[config.mk]
export PLATFORM = sky130hd
export DESIGN_NAME = rx
export DESIGN_NICKNAME = d
export VERILOG_FILES = /design/src/rtl/rx.sv
export SDC_FILE = /design/constraint.sdc
export NUM_CORES = 1
export LEC_CHECK = 0
export ABC_AREA = 1
export BUFFER_PORTS_ARGS = -buffer_cell sky130_fd_sc_hd__buf_2
export CAP_MARGIN = 20
export CORE_MARGIN = 1
export CORE_UTILIZATION = 50
export CTS_CLUSTER_SIZE = 10
export DETAILED_ROUTE_END_ITERATION = 16
export PLACE_DENSITY = 0.74
export SYNTH_ARGS = -nofsm -noshare
export SYNTH_HDL_FRONTEND = slang
export SYNTH_SLANG_ARGS = --single-unit
export TNS_END_PERCENT = 50
[constraint.sdc]
create_clock -name clk -period 2.3 [get_ports clk]
set_clock_uncertainty 0.05 [all_clocks]
set_input_delay 0.69 -clock clk [delete_from_list [all_inputs] [get_ports clk]]
set_output_delay 0.69 -clock clk [all_outputs]
set_load 0.05 [all_outputs]
[src/rtl/rx.sv]
// ---------------------------------------------------------------------------
// rx -- serial receiver for the single-wire link driven by tx.
//
// Line format: idle high, one start bit (0), WIDTH data bits MSB first, then
// at least one bit time of high line (stop) before the next frame.  Each bit
// is sampled at its centre using a programmable clocks-per-bit count.
//
// Parameters
//   WIDTH         data bits per frame
//   CLKS_PER_BIT  clk cycles per bit on the line (>= 1)
//
// Ports
//   clk           system clock, all state changes on its rising edge
//   rst           asynchronous, active-high reset
//   rx_si         serial input, idle high, may be asynchronous to clk
//   rx_po         last correctly framed word, held until the next good frame
//   rx_valid      one-cycle pulse, rx_po was just updated
//   rx_busy       high whenever the receiver FSM is outside IDLE
//   rx_frame_err  one-cycle pulse, stop bit sampled low and word discarded
// ---------------------------------------------------------------------------
module rx #(
    parameter int WIDTH        = 8,
    parameter int CLKS_PER_BIT = 1
) (
    input  logic             clk,
    input  logic             rst,
    input  logic             rx_si,
    output logic [WIDTH-1:0] rx_po,
    output logic             rx_valid,
    output logic             rx_busy,
    output logic             rx_frame_err
);

    // Offset from the detected falling edge to the centre of the start bit.
    localparam int HALF = (CLKS_PER_BIT - 1) / 2;
    localparam int CW   = $clog2(CLKS_PER_BIT) + 1;
    localparam int IW   = $clog2(WIDTH + 1);

    localparam logic [CW-1:0] CNT_BIT  = CW'(CLKS_PER_BIT - 1);
    localparam logic [CW-1:0] CNT_HALF = CW'((HALF > 0) ? HALF - 1 : 0);
    localparam logic [IW-1:0] IDX_LAST = IW'(WIDTH - 1);

    typedef enum logic [2:0] {
        S_IDLE,
        S_START,
        S_DATA,
        S_STOP,
        S_BREAK
    } state_t;

    state_t           state_q, state_d;
    logic [CW-1:0]    cnt_q, cnt_d;
    logic [IW-1:0]    idx_q, idx_d;
    logic [WIDTH-1:0] shreg_q, shreg_d;
    logic [1:0]       sync_q;
    logic             s_line;
    logic             stop_sample;
    logic             valid_d;
    logic             err_d;
    logic             busy_d;

    // ------------------------------------------------------------------
    // Input synchronizer.  Both flops reset high so a reset never looks
    // like a falling edge on the line.
    // ------------------------------------------------------------------
    always_ff @(posedge clk or posedge rst) begin
        if (rst) begin
            sync_q <= 2'b11;
        end else begin
            sync_q <= {sync_q[0], rx_si};
        end
    end

    assign s_line = sync_q[1];

    // ------------------------------------------------------------------
    // State and datapath registers.
    // ------------------------------------------------------------------
    always_ff @(posedge clk or posedge rst) begin
        if (rst) begin
            state_q <= S_IDLE;
            cnt_q   <= '0;
            idx_q   <= '0;
            shreg_q <= '0;
        end else begin
            state_q <= state_d;
            cnt_q   <= cnt_d;
            idx_q   <= idx_d;
            shreg_q <= shreg_d;
        end
    end

    // ------------------------------------------------------------------
    // Next-state and datapath update.
    // ------------------------------------------------------------------
    always_comb begin
        state_d = state_q;
        cnt_d   = cnt_q;
        idx_d   = idx_q;
        shreg_d = shreg_q;

        unique case (state_q)
            S_IDLE: begin
                if (!s_line) begin
                    if (HALF > 0) begin
                        state_d = S_START;
                        cnt_d   = CNT_HALF;
                    end else begin
                        // With no half-bit offset the detecting sample
                        // already is the start-bit centre sample.
                        state_d = S_DATA;
                        cnt_d   = CNT_BIT;
                        idx_d   = '0;
                    end
                end
            end

            S_START: begin
                if (cnt_q != '0) begin
                    cnt_d = cnt_q - CW'(1);
                end else if (!s_line) begin
                    state_d = S_DATA;
                    cnt_d   = CNT_BIT;
                    idx_d   = '0;
                end else begin
                    // Line back high at the start-bit centre: a glitch.
                    state_d = S_IDLE;
                end
            end

            S_DATA: begin
                if (cnt_q != '0) begin
                    cnt_d = cnt_q - CW'(1);
                end else begin
                    shreg_d = {shreg_q[WIDTH-2:0], s_line};
                    idx_d   = idx_q + IW'(1);
                    cnt_d   = CNT_BIT;
                    if (idx_q == IDX_LAST) begin
                        state_d = S_STOP;
                    end
                end
            end

            S_STOP: begin
                if (cnt_q != '0) begin
                    cnt_d = cnt_q - CW'(1);
                end else if (s_line) begin
                    state_d = S_IDLE;
                end else begin
                    state_d = S_BREAK;
                end
            end

            S_BREAK: begin
                // Held-low line: wait for it to return high so a long
                // break produces exactly one error pulse.
                if (s_line) begin
                    state_d = S_IDLE;
                end
            end

            default: begin
                state_d = S_IDLE;
            end
        endcase
    end

    // ------------------------------------------------------------------
    // Output decode.  Pulses are derived from the stop-bit sample and
    // registered below; busy follows the next state so it lines up with
    // the cycles the FSM spends outside IDLE.
    // ------------------------------------------------------------------
    always_comb begin
        stop_sample = (state_q == S_STOP) && (cnt_q == '0);
        valid_d     = stop_sample && s_line;
        err_d       = stop_sample && !s_line;
        busy_d      = (state_d != S_IDLE);
    end

    always_ff @(posedge clk or posedge rst) begin
        if (rst) begin
            rx_po        <= '0;
            rx_valid     <= 1'b0;
            rx_frame_err <= 1'b0;
            rx_busy      <= 1'b0;
        end else begin
            rx_valid     <= valid_d;
            rx_frame_err <= err_d;
            rx_busy      <= busy_d;
            if (valid_d) begin
                rx_po <= shreg_q;
            end
        end
    end

endmodule
==> flow_metrics.py <==
metrics = {
    "worst_setup_path": {
        "worst_r2r_path_depth": 4,
        "end_kind": "primary output",
        "path_cells": "buf_2",
        "start_kind": "flop",
        "crit_family": "flip-flops",
        "critical_path_peak_fanout": 2,
        "cp.arrival_ns": 0.97,
        "cp_num_cells": 1,
        "path_buf_inv": 1,
        "crit_type": "reg -> out",
        "critPathMaxStageDelay_ns": 0.38,
        "required_ns": 1.56,
        "cpMaxStageDelayCell": "dfrtp_1",
    },
    "status": {
        "status": "finished, final reports clean",
    },
    "finish": {
        "final_core_util_pct": 60.31,
        "final_nets": 134,
        "antenna_cells": 0,
        "drive_gt1_share_pct": 20.93,
        "area_delta_synth_final_pct": 11.56,
        "nFillCells": 183,
    },
    "sta": {
        "slew_headroom_pct": 74.71,
        "fin_crit_sh_pct": 74.27,
        "worstMarginPinSlew_ns": 0.3789,
        "clock.fmax_mhz": 585.4,
        "finalHoldViolations": 0,
        "setup_tns_ns": 0,
        "rsz0062_at_grt": "no",
        "period_needed_ns": 1.708,
        "finalSetupViolCount": 0,
        "slew_violations": 0,
    },
    "global_route": {
        "grt_overflow": 0,
        "grtUsageTotal_pct": 17.27,
        "antenna_found_initial": 0,
        "grtUsageMet3_pct": 2.830,
        "first_global_vias": 705,
        "grt_max_degree": 29,
        "busiest_layer": "met2",
        "grt_pass1_wl_mm": 3.084,
        "grt_use_met1_pct": 21.89,
        "grt_use_met2_pct": 29.34,
    },
    "clocking": {
        "cts_sinks": 28,
        "ctsHtreeMaxLevel": 1,
        "path_clk_slew_ns": 0.15,
        "clk_path_buf_depth": 2,
        "cts_resized": 0,
        "cts_buffers": 3,
        "cts_setup_buffers": 0,
        "cts_hold_buf": 0,
        "cts_tree": "yes",
        "insertion_delay_ns": 0.32,
        "cts-root-buf": "clkbuf_4",
    },
    "routing": {
        "routedWlPerCell_um": 11.35,
        "drt_iter0_drc": 11,
        "vias": 744,
        "drt_wl_total_mm": 1.770,
        "vias_per_cell": 4.769,
        "ant_nets": 0,
        "drc": 0,
        "dr.pass1.iters": 4,
    },
    "synthesis": {
        "syn_area_um2": 1082,
        "ys_warn_count": 0,
        "syn-num-nets": 116,
        "syn_inst": 112,
        "avgSynthCellArea_um2": 9.663,
        "ys_types": 17,
        "synth.ff_latch_count": 28,
        "synth_seq_area_share_pct": 64.97,
    },
    "floorplan": {
        "die_area_um2": 2355,
        "die_h_um": 48.53,
        "die_x_um": 48.53,
        "fp.coreArea_um2": 2002,
        "initial_core_util_pct": 54.06,
        "rows": 16,
        "pin_count": 14,
    },
    "placed_design": {
        "gp_congestion": 0.7400,
        "io_buffers": 13,
        "dpl.hpwl_mm": 1.250,
    },
    "power_and_ir_drop": {
        "ir_drop_uv": 755.4,
        "powerDensity_nw_per_um2": 1499,
        "power_leakage_nw": 0.6585,
    },
    "worst_hold_path": {
        "hold_path.class": "reg -> reg",
        "min_path_cells": 0,
    },
    "run": {
        "maxCapViolations": 0,
    },
}
per-stage QoR:
| step | setup WS, ns | instance area (um^2) | instances | hold slack, ns | total power, mW |
|---|---|---|---|---|---|
| 2_1_floorplan | 0.9597 | 1082 | 112 | 0.2952 | 1.439 |
| 3_3_place_gp | 0.9830 | 1181 | 152 | 0.2960 | 1.583 |
| 3_5_place_dp | 0.9699 | 1181 | 152 | 0.2972 | 1.620 |
| 4_1_cts | 0.5871 | 1207 | 156 | 0.3161 | 1.823 |
| 5_1_grt | 0.5450 | 1207 | 156 | 0.3251 | 1.944 |
| 6_report | 0.5919 | 1207 | 156 | 0.3163 | 1.810 |
final cells by class:
type	instances	area [um^2]	area share, %
clock buffer	4	26.28	2.176
inverter	11	41.29	3.420
multi-input combinational	72	330.3	27.36
sequential	28	703.2	58.24
tap	27	33.78	2.798
timing repair buffer	14	72.57	6.010
cells in the mapped netlist (all sizes together):
master,count,share of area [%]
dfrtp,26,60
nand4,2,1.2
nand2,50,18
o21ai,8,3.7
ha,1,1.2
dfstp,2,4.9
or2,1,0.58
nor2,2,0.92
buf,1,0.69
nand3,6,3.2
inv,11,3.8
nor3,2,2.0
final timing paths:
path	startpoint	endpoint	slack, ns
worst min-delay path	sync_q[0]	sync_q[1]	0.32
worst min register to register	sync_q[0]	sync_q[1]	0.32
max in group asynchronous	rst	sync_q[0]	1.55
worst max-delay path	rx_po[4]	rx_po[4]	0.59
min in group asynchronous	rst	shreg_q[3]	0.35
worst max register to register	sync_q[1]	rx_po[6]	1.08
flip-flops by register name (all words and copies together), names as in the netlist:
signal        flops
rx_valid          1
idx_q             4
rx_busy           1
sync_q            2
rx_po             8
rx_frame_err      1
state_q           3
shreg_q           8
placed cells by master, fill, tap and decap left out, drive strengths merged:
cell type / synthesis / final
or2: 1 / 1
dfstp: 2 / 2
nand3: 6 / 6
inv: 11 / 11
nand2: 50 / 50
ha: 1 / 1
dfrtp: 26 / 26
nor2: 2 / 2
o21ai: 8 / 8
nand4: 2 / 2
buf: 1 / 14
clkbuf: 0 / 4
nor3: 2 / 2
layer usage:
metal	vias to the layer above	wire [um]	part of all wire, %
met5	-	0	0
met4	0	14	0.79
met3	2	44	2.5
met2	10	860	49
met1	347	850	48
li1	385	-	-
where the power goes:
part / switching [mW] / internal [mW] / total [mW]
Sequential: 0.132 / 0.692 / 0.824
Clock: 0.137 / 0.0679 / 0.204
Combinational: 0.575 / 0.207 / 0.782
Total: 0.843 / 0.967 / 1.81
kinds of logic (layout without fill, tap and decap cells):
| family | Yosys count | after routing | share of synthesized area, % |
|---|---|---|---|
| compound gates | 8 | 8 | 3.700 |
| fa+ha+maj | 1 | 1 | 1.156 |
| buf+inv | 12 | 29 | 4.509 |
| flops | 28 | 28 | 64.97 |
| simple gates | 63 | 63 | 25.66 |
Power figures use the tool's default switching activity.
